--- src/rtl/register_file_2r1w_pkg.sv ---
// Shared register-file types and constants, also used by the write-register
// select mux and the decode stage.
package register_file_2r1w_pkg;

  localparam int unsigned REG_ADDR_W = 5;
  localparam int unsigned REG_DATA_W = 32;
  localparam int unsigned REG_DEPTH  = 1 << REG_ADDR_W;

  typedef logic [REG_ADDR_W-1:0] reg_addr_t;
  typedef logic [REG_DATA_W-1:0] reg_data_t;

  localparam reg_addr_t REG_ZERO = 5'd0;

endpackage

--- src/rtl/register_file_2r1w_read_port.sv ---
// One combinational read port: address decode, r0 force-to-zero, and the
// optional same-cycle write-to-read bypass.
module regfile_read_port
  import register_file_2r1w_pkg::*;
#(
  parameter int unsigned DATA_W = REG_DATA_W,
  parameter int unsigned ADDR_W = REG_ADDR_W,
  parameter bit          BYPASS = 1'b1
) (
  input  logic              rst_n,
  input  logic [ADDR_W-1:0] raddr,
  input  logic              we,
  input  logic [ADDR_W-1:0] waddr,
  input  logic [DATA_W-1:0] wdata,
  input  logic [DATA_W-1:0] mem [(1 << ADDR_W)-1:1],
  output logic [DATA_W-1:0] rdata_c
);

  localparam int unsigned DEPTH = 1 << ADDR_W;

  logic [DATA_W-1:0] stored_c;
  logic              hit_c;

  // Entry 0 has no storage; address 0 falls through to the zero default.
  always_comb begin
    stored_c = '0;
    for (int unsigned i = 1; i < DEPTH; i++) begin
      if (raddr == ADDR_W'(i)) stored_c = mem[i];
    end
  end

  assign hit_c = BYPASS && rst_n && we &&
                 (waddr != ADDR_W'(REG_ZERO)) && (raddr == waddr);

  assign rdata_c = !rst_n ? '0 : (hit_c ? wdata : stored_c);

endmodule

--- src/rtl/register_file_2r1w.sv ---
// 2-read / 1-write general-purpose register file with hardwired-zero r0 and
// optional write-to-read bypass.
module register_file_2r1w
  import register_file_2r1w_pkg::*;
#(
  parameter int unsigned DATA_W = REG_DATA_W,
  parameter int unsigned ADDR_W = REG_ADDR_W,
  parameter bit          BYPASS = 1'b1
) (
  input  logic              clk,
  input  logic              rst_n,
  input  logic              we,
  input  logic [ADDR_W-1:0] waddr,
  input  logic [DATA_W-1:0] wdata,
  input  logic [ADDR_W-1:0] raddr_a,
  input  logic [ADDR_W-1:0] raddr_b,
  output logic [DATA_W-1:0] rdata_a,
  output logic [DATA_W-1:0] rdata_b
);

  localparam int unsigned DEPTH = 1 << ADDR_W;

  logic [DATA_W-1:0] mem_q [DEPTH-1:1];
  logic [DATA_W-1:0] mem_d [DEPTH-1:1];
  logic              wr_en_c;

  assign wr_en_c = we && (waddr != ADDR_W'(REG_ZERO));

  always_comb begin
    for (int unsigned i = 1; i < DEPTH; i++) begin
      mem_d[i] = mem_q[i];
      if (wr_en_c && (waddr == ADDR_W'(i))) mem_d[i] = wdata;
    end
  end

  // Reset clears storage immediately and blocks any pending write.
  always_ff @(posedge clk or negedge rst_n) begin
    if (!rst_n) begin
      for (int unsigned i = 1; i < DEPTH; i++) mem_q[i] <= '0;
    end else begin
      for (int unsigned i = 1; i < DEPTH; i++) mem_q[i] <= mem_d[i];
    end
  end

  regfile_read_port #(
    .DATA_W (DATA_W),
    .ADDR_W (ADDR_W),
    .BYPASS (BYPASS)
  ) u_port_a (
    .rst_n   (rst_n),
    .raddr   (raddr_a),
    .we      (we),
    .waddr   (waddr),
    .wdata   (wdata),
    .mem     (mem_q),
    .rdata_c (rdata_a)
  );

  regfile_read_port #(
    .DATA_W (DATA_W),
    .ADDR_W (ADDR_W),
    .BYPASS (BYPASS)
  ) u_port_b (
    .rst_n   (rst_n),
    .raddr   (raddr_b),
    .we      (we),
    .waddr   (waddr),
    .wdata   (wdata),
    .mem     (mem_q),
    .rdata_c (rdata_b)
  );

endmodule
--- config.mk ---
export PLATFORM = sky130hd
export DESIGN_NAME = register_file_2r1w
export DESIGN_NICKNAME = d
export VERILOG_FILES = /design/src/rtl/register_file_2r1w_pkg.sv /design/src/rtl/register_file_2r1w_read_port.sv /design/src/rtl/register_file_2r1w.sv
export SDC_FILE = /design/constraint.sdc
export NUM_CORES = 2
export LEC_CHECK = 0
export BUFFER_PORTS_ARGS = -buffer_cell sky130_fd_sc_hd__buf_2
export CAP_MARGIN = 20
export CORE_UTILIZATION = 40
export DETAILED_ROUTE_END_ITERATION = 10
export PLACE_DENSITY_LB_ADDON = 0.15
export REMOVE_ABC_BUFFERS = 1
export SLEW_MARGIN = 25
export SYNTH_ARGS = -nofsm -noshare
export SYNTH_HDL_FRONTEND = slang
export SYNTH_SLANG_ARGS = --single-unit
export TNS_END_PERCENT = 50
--- constraint.sdc ---
create_clock -name clk -period 2.15 [get_ports clk]
set_input_delay 0.1075 -clock clk [delete_from_list [all_inputs] [get_ports clk]]
set_output_delay 0.1075 -clock clk [all_outputs]
set_load 0.02 [all_outputs]
==> run metrics <==
clk_skew=0 ps; Slew Limit Fails=0; Yosys top cell by area=dfrtp_1; vias per cell=6.88; Routed Antenna Nets=0; Root Buffer=clkbuf_16; post-route setup slack=-766 ps; Starting Density=about two fifths; GRT Util Overall=a little under half; status=finished, violations left; met1 Use GR=about three fifths; CP Capture Type=output pin; maximum fanout along the worst path=2; Finished Cell Area=just over 70000 sq um; Most flops, register=mem_q; DIE WIDTH=between 300 and 400 um; critical path class=reg -> out; GP Congestion=~1.0; Regs by FF count=mem_q: 992 flops; Seq/Total Area, Yosys=47.0%; DP HPWL=around 220000 um; Vias=between 50000 and 60000; Placeable Area=about 130000 sq um; Row Count=about 130; CTS tree=yes; initial antenna violation count=10; Mapped Cells=about 4800; most frequent cell after synthesis=dfrtp_1; Setup WS pre-CTS=-918 ps; placed cell area=~64000 sq um; Largest register FFs=about 990; crit share post-route=136%; drt wl/cell=40.7 um; post-synth cell types=80; Post-synth top flop=dfrtp_1; GR Layer Usage met3=10.1%; H-Tree Depth=3; Finished Layout Cells=7488; Overflow after GRT=0; maximum clock rate=~0.34 GHz; Final Hold Fails=around 240; layout net count=roughly 5700; Slowest cell on crit path=or4_4; mean area per synthesized cell=around 11 sq um; Worst Tran Pin Value=around 960 ps; initial DRC count=roughly 7000; min Tclk post-route=2920 ps; CTS clock-pin slew for the worst setup and hold paths=around 70 ps; placed insts=a little over 7000; Synth Warn #=0; failing checks=hold timing, setup timing; power per cell area=809 nW/um^2; first-pass GRT wire length=414000 um; LEAKAGE=approximately 31 nW; # IOs=approximately 110; Num CTS Buffers=approximately 110; first-pass iteration count of the detailed router=7; Area Overhead vs Synth=34.9%; synthesized area=52900 sq um; Post-synth EDFFs=0; #FFs+latches synth=992; most common library cells after synthesis=dfrtp_1 (992), mux2_2 (985), a22oi_1 (497), clkbuf_1 (355), nand2_1 (283); endpoints failing setup=64; Req. time, crit path=about 2000 ps; Die Ht=366 um; Worst Hold Slack=-384 ps; DIE AREA=around 130000 sq um; Synth area leaders=dfrtp_1 (47%), mux2_2 (21%), a22oi_1 (7.1%), clkbuf_1 (2.5%), nand2_1 (2.0%); Worst setup SP type=flip-flop; Most Used Layer, Global Route=met2; port bufs=between 100 and 150; DRC violations left=0; worst path cell trace=a21oi_2 > or4_4 > a22oi_2 > o2111ai_2 > and4b_1 > o31ai_1 > buf_4 > buf_6; worst skew pair latency=between 700 and 800 ps; met2 Use GR=66.1%; Max stage delay on crit path=between 400 and 500 ps; final cell utilization of the core=~54%; largest net degree at the start of global routing=between 100 and 150; CTS sink cnt=a little under 1000; maximum vdd drop=~770 uV; routed wire length=between 300000 and 400000 um; layout cell share with drive strength beyond 1=between 40% and 50%; top-area cell type share of the netlist area=47.0%; Async SR Flop Fraction=100%; vias in the first global route=between 40000 and 50000; Hold Path Class=in -> async; RSZ-0062 raised after global routing=true; clock tree buffer depth=3; CP arrival=2810 ps; MaxCap Viol Count=0; Slew HR=between 30% and 40%
==> power breakdown <==
| part | switching [W] | total (W) | leakage [nW] | internal [W] |
|---|---|---|---|---|
| clock network | 0.00880 | 0.0207 | 1.91 | 0.0119 |
| registers | 0.00376 | 0.0261 | 12.7 | 0.0223 |
| logic | 0.00533 | 0.0109 | 16.4 | 0.00554 |
| total | 0.0179 | 0.0577 | 31.0 | 0.0398 |
==> cell usage in the layout, fill, tap and decap left out, drive strengths merged, types with 14 or more instances in the layout <==
cell / netlist / layout
nand2b: 20 / 20
nor3: 45 / 45
a221o: 14 / 14
nor3b: 15 / 15
a31oi: 28 / 28
and3: 40 / 40
clkinv: 1 / 22
nor2: 187 / 187
a2bb2oi: 14 / 14
a21oi: 204 / 204
buf: 133 / 1144
a222oi: 43 / 43
a22oi: 497 / 497
nor4: 27 / 27
a22o: 29 / 29
a221oi: 27 / 27
inv: 18 / 23
nand3: 93 / 93
o2111ai: 32 / 32
o211ai: 55 / 55
nand4: 58 / 58
nor2b: 22 / 22
o21ai: 191 / 191
clkbuf: 355 / 162
a2111oi: 26 / 26
mux2i: 36 / 36
o221ai: 41 / 41
dlygate4sd3: 0 / 31
nand2: 283 / 283
a32oi: 25 / 25
mux2: 985 / 985
o22ai: 87 / 87
dfrtp: 992 / 992
==> final cells by class <==
| cell class | instances | area, sq um |
|---|---|---|
| tap | 1755 | 2200 |
| clock inverter | 45 | 597 |
| antenna | 4 | 10.0 |
| inverter | 19 | 71.3 |
| clock buffer | 161 | 3320 |
| sequential | 992 | 24800 |
| fill | 11600 | 60000 |
| timing repair buffer | 1177 | 12300 |
| multi-input combinational | 3335 | 28000 |
==> path summary, 6_finish.rpt <==
check                      startpoint          end  slack [ps]  cells after the start
max in group asynchronous       rst_n   mem_q[122]        1100                      5
hold reg to reg            mem_q[120]   mem_q[120]         490                      2
min in group clk             wdata[2]   mem_q[194]          90                      3
setup reg to reg           mem_q[162]   mem_q[162]        1150                      3
hold / removal                  rst_n   mem_q[337]        -380                      3
setup / recovery            mem_q[12]  rdata_b[12]        -770                      8
==> stage by stage <==
step           TNS (ps)  power, W
6_report         -28170    0.0577
5_1_grt          -31070    0.0593
4_1_cts          -29380    0.0571
3_5_place_dp     -49440    0.0359
3_3_place_gp     -53580    0.0356
2_1_floorplan   -186780    0.0298
==> critical path: cells and delay by family (launching register included) <==
family | cells | cell delay, ps
AO/OA/AOI/OAI | 4 | 680
AND/OR/NAND/NOR | 2 | 650
flip-flops | 1 | 400
buffers and inverters | 2 | 290
==> routing by layer <==
layer	vias up	wire length (um)
met5	-	23
met4	4	27400
met3	1160	30300
met2	3705	129000
met1	26400	118000
li1	20200	-
==> cells by family after synthesis <==
group	count (synthesis)	share of synthesized area, %
AOI/OAI and AO/OA	1431	19.2
xor gates and xnor gates	10	0.166
buffers and inverters	507	3.88
DFF	992	47.0
muxes	1022	21.7
and+or+nand+nor	872	8.12
==> what timing repair did <==
item	4_1_cts	5_1_grt
hold endpoints to repair	485	280
resized for setup	309	115
setup buffers	59	20
pin swaps	161	104
hold buffers	34	3
setup endpoints to repair	64	64
cloned	2	0
(Power assumes the default switching activity.)
